--- config.mk ---
export PLATFORM = sky130hd
export DESIGN_NAME = instr_mem_loader
export DESIGN_NICKNAME = d
export VERILOG_FILES = /design/src/rtl/instr_mem_loader.sv
export SDC_FILE = /design/constraint.sdc
export NUM_CORES = 1
export LEC_CHECK = 0
export BUFFER_PORTS_ARGS = -buffer_cell sky130_fd_sc_hd__buf_2
export CORE_MARGIN = 2
export CORE_UTILIZATION = 40
export DETAILED_ROUTE_END_ITERATION = 8
export PLACE_DENSITY_LB_ADDON = 0.05
export SLEW_MARGIN = 25
export SYNTH_ARGS = -nofsm -noshare
export SYNTH_HDL_FRONTEND = slang
export SYNTH_SLANG_ARGS = --single-unit
--- constraint.sdc ---
create_clock -name clk -period 3.1 [get_ports clk]
set_input_delay 0.155 -clock clk [delete_from_list [all_inputs] [get_ports clk]]
set_output_delay 0.155 -clock clk [all_outputs]
set_load 0.005 [all_outputs]
--- src/rtl/instr_mem_loader.sv ---
// Splits 32-bit instruction words into little-endian byte writes (1 accept + 4 write cycles per word).
// word_ready is high only while waiting for a word; the source holds word_valid until accepted.
module instr_mem_loader #(
  parameter int          ADDRESS_WIDTH = 16,
  parameter int          DATA_WIDTH    = 32,
  parameter int unsigned BASE_ADDR     = 0
) (
  input  logic                     clk,
  input  logic                     rst_n,
  input  logic                     start,
  input  logic                     word_valid,
  input  logic [DATA_WIDTH-1:0]    word_data,
  input  logic                     word_last,
  output logic                     word_ready,
  output logic                     wr_en,
  output logic [ADDRESS_WIDTH-1:0] wr_addr,
  output logic [7:0]               wr_byte,
  output logic                     busy,
  output logic                     done,
  output logic                     err,
  output logic [ADDRESS_WIDTH-1:0] word_count
);

  typedef enum logic [2:0] {IDLE, ACCEPT, WRITE, DONE, ERROR} stateT;

  // Address register carries one extra bit so that running past the top of
  // memory after an exact fit is seen as overflow instead of wrapping to 0.
  localparam logic [ADDRESS_WIDTH:0] baseAddrExt = BASE_ADDR[ADDRESS_WIDTH:0];

  stateT                  state, nextState;
  logic [ADDRESS_WIDTH:0] addrReg;
  logic [ADDRESS_WIDTH+1:0] endAddr;
  logic [1:0]             byteIdx, nextIdx;
  logic [DATA_WIDTH-1:0]  dataReg;
  logic                   lastReg;
  logic                   handshake, overflow;
  logic                   wordReadyNxt, wrEnNxt, busyNxt, doneNxt, errNxt;

  assign handshake = (state == ACCEPT) && word_valid && word_ready;
  assign endAddr   = {1'b0, addrReg} + (ADDRESS_WIDTH+2)'(3);
  assign overflow  = endAddr[ADDRESS_WIDTH+1:ADDRESS_WIDTH] != 2'b00;
  assign nextIdx   = byteIdx + 2'd1;

  always_ff @(posedge clk or negedge rst_n) begin
    if (!rst_n) begin
      state      <= IDLE;
      word_ready <= 1'b0;
      wr_en      <= 1'b0;
      busy       <= 1'b0;
      done       <= 1'b0;
      err        <= 1'b0;
    end else begin
      state      <= nextState;
      word_ready <= wordReadyNxt;
      wr_en      <= wrEnNxt;
      busy       <= busyNxt;
      done       <= doneNxt;
      err        <= errNxt;
    end
  end

  always_comb begin
    nextState = state;
    case (state)
      IDLE, DONE, ERROR: if (start) nextState = ACCEPT;
      ACCEPT:            if (handshake) nextState = overflow ? ERROR : WRITE;
      WRITE:             if (byteIdx == 2'd3) nextState = lastReg ? DONE : ACCEPT;
      default:           nextState = IDLE;
    endcase
  end

  // Outputs are registered, so they are decoded from the state being entered.
  always_comb begin
    wordReadyNxt = (nextState == ACCEPT);
    wrEnNxt      = (nextState == WRITE);
    busyNxt      = (nextState == ACCEPT) || (nextState == WRITE);
    doneNxt      = (nextState == DONE);
    errNxt       = (nextState == ERROR);
  end

  always_ff @(posedge clk or negedge rst_n) begin
    if (!rst_n) begin
      addrReg    <= baseAddrExt;
      byteIdx    <= 2'd0;
      dataReg    <= '0;
      lastReg    <= 1'b0;
      wr_addr    <= baseAddrExt[ADDRESS_WIDTH-1:0];
      wr_byte    <= 8'h00;
      word_count <= '0;
    end else begin
      case (state)
        IDLE, DONE, ERROR: begin
          if (start) begin
            addrReg    <= baseAddrExt;
            word_count <= '0;
          end
        end
        ACCEPT: begin
          if (handshake) begin
            dataReg <= word_data;
            lastReg <= word_last;
            byteIdx <= 2'd0;
            if (!overflow) begin
              wr_addr <= addrReg[ADDRESS_WIDTH-1:0];
              wr_byte <= word_data[7:0];
            end
          end
        end
        WRITE: begin
          if (byteIdx == 2'd3) begin
            addrReg    <= addrReg + (ADDRESS_WIDTH+1)'(4);
            word_count <= word_count + ADDRESS_WIDTH'(1);
          end else begin
            byteIdx <= nextIdx;
            wr_addr <= wr_addr + ADDRESS_WIDTH'(1);
            wr_byte <= dataReg[{nextIdx, 3'b000} +: 8];
          end
        end
        default: ;
      endcase
    end
  end

endmodule
* Yosys cells after proc, flatten, opt, wreduce, memory -nomap -nowiden
Cells that the tools add are included.
** Word-level totals
- Register bits after elaboration :: 100
- Output and inout port bits :: 45
** Cells by class
- Shifts and indexed selects :: 1
- Eq/ne operators :: 14
- Reduce and logical (&&, ||, !) cells :: 12
- $add $sub $neg :: 5
- Mux-type cells :: 23
** Operator list (count)
- $mux W16 :: 5
- $pmux W16 S2 :: 2
- $mux W17 :: 2
- $pmux W17 S2 :: 1
- $add A16 B1 Y16 const B :: 2
- $shiftx A32 B6 Y8 :: 1
- $mux W8 :: 3
- $add A17 B2 Y18 const B :: 1
- $add A17 B3 Y17 const B :: 1
- $pmux W8 S2 :: 1
- $eq A3 B2 Y1 const B :: 4
- $mux W3 :: 4
- $ne A2 B2 Y1 const B :: 5
- $pmux W3 S3 :: 1
- $eq A3 B1 Y1 const B :: 2
- $eq A3 B3 Y1 const B :: 2
- $mux W2 :: 3
- $reduce_and A3 Y1 :: 2
- $reduce_bool A2 Y1 :: 3
- $pmux W2 S2 :: 1
- $reduce_and A4 Y1 :: 1
- $logic_not A3 Y1 :: 1
- $reduce_or A3 Y1 :: 1
- $add A2 B1 Y2 const B :: 1
- other kinds (4) :: 5

* Depth between registers and ports, before layout
Gate-level depths: netlist of run 1.
- Word-level depth :: 7
- Mapped depth :: 9
- Depth with buffers taken out :: 6

* Worst setup path after synthesis of run 1
No wires, ideal clock.
- Kind :: flip-flop to flip-flop
- From :: register byteIdx[0]
- To :: register wr_byte[2]
- Arrival :: 2.009 ns
- Data required time :: 2.975 ns
- Setup slack :: 0.966 ns
- Cell stages (with the launch flop) :: 9
- Cell sequence :: dfrtp_1 -> ha_1 -> buf_4 -> or3b_4 -> a32oi_4 -> or3_4 -> inv_2 -> buf_6 -> mux2_4
** On the way
- Cells in the longest elaborated chain, start to end :: 4
- Elaborated cells between the ends (all ways) :: 7
- Those cells by class :: add/sub: 1; eq/ne: 2; shift: 1; mux: 2; reduce/logical: 1
** RTL lines
- from (decl) :: RTL line 33 : logic [1:0] byteIdx, nextIdx;
- from (signal assigned) :: RTL line 114 : byteIdx <= nextIdx;
- $add A2 B1 Y2 :: RTL line 42 : assign nextIdx = byteIdx + 2'd1;
- $shiftx A32 B6 Y8 :: RTL line 116 : wr_byte <= dataReg[{nextIdx, 3'b000} +: 8];
- $mux W8 :: RTL line 110 : if (byteIdx == 2'd3) begin
- $pmux W8 S2 :: RTL line 91 : case (state)
- to (signal assigned) :: RTL line 105 : wr_byte <= word_data[7:0];
- to (signal assigned) :: RTL line 116
- to (decl) :: RTL line 17 : output logic [7:0] wr_byte,
Several ways; a longest one is shown, not always the timed one. The select of a mux whose other input is x is not followed.
A chain may end at the register's enable or synchronous reset.

* Worst setup path after layout of run 1
- From :: register byteIdx[0]
- To :: register wr_byte[0]
Same word-level chain as after synthesis.

==> results of run 1 <==
==> metal layers <==
metal | track usage [%] | wire length [um] | up-vias
met2 | 29.8 | 5800 | 90
met3 | 3.84 | 594 | 14
met4 | 7.62 | 234 | 0
met5 | 0 | 0 | -
li1 | - | - | 1904
met1 | 25.7 | 5520 | 1974
==> report_power, final <==
group          switching, mW  internal, mW  total [mW]  leakage (nW)
logic                  0.884         0.968        1.85          1.17
registers              0.334          1.71        2.04          1.24
clock network          0.485         0.562        1.05         0.128
total                   1.70          3.24        4.94          2.53
==> cells by family after synthesis <==
| group | after synthesis | share of synthesized area [%] |
|---|---|---|
| buffers and inverters | 42 | 3.82 |
| DFF | 98 | 48.6 |
| and+or+nand+nor | 153 | 16.4 |
| adders and majority gates | 4 | 0.992 |
| AOI/OAI and AO/OA | 113 | 16.2 |
| muxes | 54 | 14.0 |
==> critical path, cell delays in order, from the launching register on <==
cell	delay, ns
dfrtp_1	0.38
ha_1	0.32
or3b_4	0.29
a32oi_4	0.10
or3_4	0.43
inv_2	0.45
mux2_2	0.40
==> cell usage in the layout, fill, tap and decap left out, types with 4 or more instances in the layout <==
master and count:
a2111oi_0 7, a21oi_1 23, a2bb2oi_1 4, a2bb2oi_2 9, and3_1 10, and4_1 6, buf_2 80, buf_4 10
clkbuf_16 9, dfrtp_1 98, ha_1 4, inv_1 8, mux2_2 38, mux2_4 4, mux2i_1 4, mux4_2 8
nand2_1 51, nand3_1 18, nand4_1 16, nor2_1 12, nor4_1 9, o21ai_0 32, o22ai_1 7, o31ai_1 12
or3_1 6, or4_1 10
==> state kept, by name (all words and copies together), names as in the netlist <==
| name | count |
|---|---|
| state | 3 |
| word_ready | 1 |
| err | 1 |
| dataReg | 32 |
| wr_addr | 16 |
| wr_byte | 8 |
| done | 1 |
| byteIdx | 2 |
| addrReg | 15 |
| busy | 1 |
| wr_en | 1 |
| lastReg | 1 |
| word_count | 16 |
==> how the worst max path moves through the flow <==
stage | from | endpoint | slack [ns] | cells past startpoint
floorplan | byteIdx[0] | wr_byte[2] | 0.97 | 8
global placement | byteIdx[0] | wr_byte[6] | 0.61 | 6
detailed placement | byteIdx[0] | wr_byte[0] | 0.58 | 6
CTS | byteIdx[0] | wr_byte[1] | 0.57 | 6
global route | byteIdx[0] | wr_byte[6] | 0.44 | 6
finish | byteIdx[0] | wr_byte[0] | 0.61 | 6
==> area by class of cell <==
cell class / count / area share [%]
inverter: 9 / 0.574
tap: 172 / 3.65
sequential: 98 / 41.6
clock buffer: 11 / 4.12
clock inverter: 4 / 0.489
multi-input combinational: 324 / 41.1
timing repair buffer: 92 / 8.44
==> summary.md, run 1 <==
| Metric | Value |
|---|---|
| Multi-input gate area | `roughly 2400 sq um` |
| Clk buf depth | `2` |
| Post-route ant nets | `0` |
| Die Span Y | `116 um` |
| Grt ovf | `0` |
| Cell Area, Synth | `a little over 5000 sq um` |
| # setup viols final | `0` |
| Drt first-iter violations | `207` |
| Initial antenna violation count | `0` |
| Worst Clk Skew | `between 0.007 and 0.008 ns` |
| Pin count of the biggest net entering global routing | `a little under 80` |
| Commonest cells post-synth | `dfrtp_1, nand2_1, mux2_2` |
| Reg2reg setup slack | `roughly 0.61 ns` |
| Placed Cells | `~700` |
| Final #Nets | `about 580` |
| Leak | `between 2 and 3 nW` |
| Largest cells by area after synthesis | `dfrtp_1, mux2_2, nand2_1, mux4_2, o21ai_0` |
| RSZ-0062 raised after global routing | `no` |
| Min-delay src | `word_data[31]` |
| Cell row count | `41` |
| Synth async-reset ratio | `between 90% and 100%` |
| DRC viols | `0` |
| Mapped Nets | `505` |
| PwrDens | `840 nW/um^2` |
| I/O Buffers | `81` |
| Fillers | `1186` |
| Synth Instances | `~460` |
| Final TNS setup | `0 ns` |
| Die width | `between 100 and 150 um` |
| Clk_lat worst skew | `~0.35 ns` |
| Crit-path max FO | `23` |
| Syn Area/Cell | `approximately 11 sq um` |
| H-Tree Depth | `3` |
| VDD IR max | `0.366 mV` |
| Register area share after synthesis | `48.6%` |
| WHS Endpoint | `dataReg[31]` |
| Total area of sequential cells | `approximately 2500 sq um` |
| Slew Viols, Final | `0` |
| Ys flop type | `dfrtp_1` |
| Layout Utilization | `a little under half` |
| Tcrit/Tclk final | `approximately 80%` |
| Ys Warns | `0` |
| Post-detail-place hpwl | `8190 um` |
| Initial Utilization | `around two fifths` |
| Place WS | `slightly below 0.6 ns` |
| Setup crit start kind | `flop` |
| GPL Wtd Cong | `roughly 0.77` |
| Worst r2r src | `byteIdx[0]` |
| Core Box Area | `~12000 sq um` |
| Final Cell Area | `roughly 5900 sq um` |
| First drt pass iteration count | `4` |
| Vias per inst | `~5.6` |
| Fmax | `0.401 GHz` |
| Total Routed Length | `around 12000 um` |
| Number of flops mapped to enable cells by yosys | `0` |
| Synth area leader | `dfrtp_1` |
| Period minus WS final | `roughly 2.5 ns` |
| Worst-margin pin slew | `between 0.7 and 0.8 ns` |
| Hold Vio Cnt, Final | `0` |
| Req. time, crit path | `about 3.3 ns` |
| Setup ws final | `roughly 0.61 ns` |
| Most common cell in the netlist | `dfrtp_1` |
| Non-Filler Instances | `710` |
| FF+latch count, synth | `~100` |
| CP Data Arrival Time | `between 2 and 3 ns` |
| Max Cap Viol | `0` |
| Share of post-route cells with drive strength above 1 | `roughly a third` |
| CP endpoint kind | `flop` |
| Status | `complete, no violations` |
| Clock edge transition at the registers on the reported setup and hold paths | `~0.070 ns` |
| Cts bufs inserted | `9` |
| Vias in the first global route | `~3800` |
| Worst hold margin | `0.0375 ns` |
| Worst R2R Path Depth | `6` |
| GRT Util Overall | `roughly a fifth` |
| Pwr Total | `4.94 mW` |
| CTS tree | `yes` |
| Ant diodes | `0` |
| Mean routed wirelength per cell | `between 15 and 20 um` |
| Root Buffer | `clkbuf_16` |
| PostCTS Resize Cnt | `0` |
| WHS Path Cells | `2` |
| Worst r2r dst | `wr_byte[0]` |
| Hold Crit Class | `in2reg` |
| Synth top area share | `around half` |
| Count of cell types in the netlist | `50` |
| Clock tree sinks | `98` |
| # IOs | `82` |
| Total number of vias | `approximately 4000` |
| Placed instance area | `between 5000 and 6000 sq um` |
| Setup CP Type | `reg2reg` |
| Area grow syn2layout | `16.7%` |
| Cts hold-fix bufs | `0` |
| Postcts setup bufs | `0` |
| Die area | `between 10000 and 15000 sq um` |
| Slew margin rel. | `around half` |
| First-pass GRT wire length | `slightly below 20000 um` |
Power figures use the tool's default switching activity.
==> run 2: changes to the inputs <==
clock period = 2.3 ns   (was 3.1 ns; I/O delays follow)
==> summary.md, run 2 (synthesis results as in run 1) <==
| Metric | Value |
|---|---|
| Max Cap Viol | `0 (unchanged)` |
| Tcrit/Tclk final | `94.2% (was 80.4%)` |
| Vias in the first global route | `4069 (was 3792)` |
| I/O Buffers | `81 (unchanged)` |
| Drt first-iter violations | `285 (was 207)` |
| Cell row count | `41 (unchanged)` |
| CP Launch Point | `byteIdx[0] (unchanged)` |
| Clk network pwr share | `20.9% (was 21.2%)` |
| Die width | `116 um (unchanged)` |
| Pin count of the biggest net entering global routing | `68 (was 77)` |
| Grt ovf | `0 (unchanged)` |
| Mean routed wirelength per cell | `16.9 um (was 17.1 um)` |
| Clock tree sinks | `98 (unchanged)` |
| Clock edge transition at the registers on the reported setup and hold paths | `0.06 ns (was 0.07 ns)` |
| H-Tree Depth | `3 (unchanged)` |
| Post-detail-place hpwl | `8210 um (was 8190 um)` |
| # IOs | `82 (unchanged)` |
| Clk buf depth | `2 (unchanged)` |
| Fmax | `0.462 GHz (was 0.401 GHz)` |
| CP endpoint kind | `flop (unchanged)` |
| Crit path capture | `wr_byte[6] (was wr_byte[0])` |
| Initial Utilization | `40.5% (unchanged)` |
| Crit-path max FO | `10 (was 23)` |
| Sw frac | `34.5% (was 34.4%)` |
| Leading cell type in the layout, fill and taps excluded | `dfrtp_1 (unchanged)` |
| Worst r2r dst | `wr_byte[6] (was wr_byte[0])` |
| Worst r2r src | `byteIdx[0] (unchanged)` |
| RSZ-0062 raised after global routing | `no (unchanged)` |
| Max FFs per register | `32 (unchanged)` |
| Commonest non-fill, non-tap cells in the layout | `dfrtp_1, buf_2, nand2_1 (unchanged)` |
| Placed instance area | `5680 sq um (was 5600 sq um)` |
| Root Buffer | `clkbuf_16 (unchanged)` |
| Area grow syn2layout | `22.9% (was 16.7%)` |
| Period minus WS final | `2.17 ns (was 2.49 ns)` |
| Req. time, crit path | `2.53 ns (was 3.33 ns)` |
| Final #Nets | `602 (was 575)` |
| Biggest register | `dataReg (unchanged)` |
| Die area | `13500 sq um (unchanged)` |
| Postcts setup bufs | `0 (unchanged)` |
| Initial antenna violation count | `0 (unchanged)` |
| CTS tree | `yes (unchanged)` |
| Setup CP Type | `reg2reg (unchanged)` |
| GRT Util Overall | `20.1% (was 18.9%)` |
| Combinational power share | `38.5% (was 37.5%)` |
| Worst-margin pin slew | `0.829 ns (was 0.741 ns)` |
| Hold Vio Cnt, Final | `0 (unchanged)` |
| Worst Clk Skew | `0.00677 ns (was 0.00781 ns)` |
| Biggest registers after layout | `dataReg (32), word_count (16), wr_addr (16) (unchanged)` |
| CP Data Arrival Time | `2.40 ns (was 2.72 ns)` |
| Fillers | `1161 (was 1186)` |
| Cts bufs inserted | `9 (unchanged)` |
| Share of post-route cells with drive strength above 1 | `31.8% (was 32.5%)` |
| Slew margin rel. | `44.5% (was 50.4%)` |
| DRC viols | `0 (unchanged)` |
| Leak | `2.68 nW (was 2.53 nW)` |
| Die Span Y | `116 um (unchanged)` |
| Final TNS setup | `0 ns (unchanged)` |
| Core Box Area | `12500 sq um (unchanged)` |
| Slew Viols, Final | `0 (unchanged)` |
| Status | `complete, no violations (unchanged)` |
| First drt pass iteration count | `5 (was 4)` |
| Vias per inst | `5.57 (was 5.61)` |
| VDD IR max | `0.655 mV (was 0.366 mV)` |
| WHS Path Cells | `2 (unchanged)` |
| Clk_lat worst skew | `0.35 ns (about the same)` |
| # setup viols final | `0 (unchanged)` |
| Setup crit start kind | `flop (unchanged)` |
| Hold Crit Class | `in2reg (unchanged)` |
| Final Cell Area | `6200 sq um (was 5890 sq um)` |
| Psw | `2.34 mW (was 1.70 mW)` |
| Post-route ant nets | `0 (unchanged)` |
| Total Routed Length | `12500 um (was 12200 um)` |
| P_int | `4.44 mW (was 3.24 mW)` |
| GPL Wtd Cong | `0.770 (was 0.766)` |
| Sequential power share | `40.6% (was 41.4%)` |
| Ant diodes | `0 (unchanged)` |
| Total number of vias | `4114 (was 3982)` |
| Worst R2R Path Depth | `7 (was 6)` |
| Reg2reg setup slack | `0.13 ns (was 0.61 ns)` |
| PwrDens | `1090 nW/um^2 (was 840 nW/um^2)` |
| First-pass GRT wire length | `21200 um (was 19700 um)` |
==> run 2: through the flow <==
step	instances	worst slack (ns)	hold slack (ns)	total power, mW	utilization [%]
final	738	0.134	0.0152	6.77	49.7
after global placement	697	0.143	0.0992	5.32	45.5
after CTS	738	0.103	0.00109	6.85	49.7
after global routing	738	0.00990	0.00905	7.25	49.7
after detailed placement	697	0.113	0.0985	5.39	45.5
after floorplan	464	0.166	-0.181	4.52	-
==> run 2: repair_timing <==
action | in CTS | in global routing
hold buffers | 25 | 0
hold endpoints to repair | 55 | 0
endpoints found under the setup margin | 0 | 1
resized for setup | 0 | 1
==> run 2: power by group through the flow <==
stage	Clock [mW]	Combinational [mW]	Sequential, mW
after floorplan	0	1.85	2.67
after global placement	0	2.56	2.76
after detailed placement	0	2.60	2.78
after CTS	1.45	2.64	2.75
after global routing	1.53	2.88	2.84
final	1.41	2.61	2.75
==> run 2: layer usage <==
metal,vias up,part of all wire (%),global-route usage [%]
met5,-,0,0
li1,1954,-,-
met3,13,4.8,3.53
met1,2047,46,27.6
met2,100,48,32.1
met4,0,1.5,7.46
==> run 2: critical path, stage by stage (launching register included) <==
cell     delay (ns)
dfrtp_1        0.38
ha_1           0.21
buf_4          0.17
o21ai_0        0.15
a21oi_1        0.10
or3_4          0.41
inv_2          0.25
mux2_2         0.38
==> run 2: area by class of cell <==
class                   instances  area, sq um  share of cell area (%)
flip-flops and latches         98         2450                    39.5
multi-input cells             324         2420                    39.0
repair buffers                119          810                    13.1
clock buffers                  10          239                    3.85
well taps                     172          215                    3.47
inverters                       9         33.8                   0.545
clock inverters                 6         32.5                   0.525
==> run 2: worst min path at each step <==
stage | start | endpoint | slack, ns
after global routing | word_data[1] | dataReg[1] | 0.009
after floorplan | rst_n | addrReg[10] | -0.18
final | word_data[1] | dataReg[1] | 0.02
after detailed placement | rst_n | wr_addr[14] | 0.1
after CTS | word_data[1] | dataReg[1] | 0.001
after global placement | rst_n | wr_addr[12] | 0.1
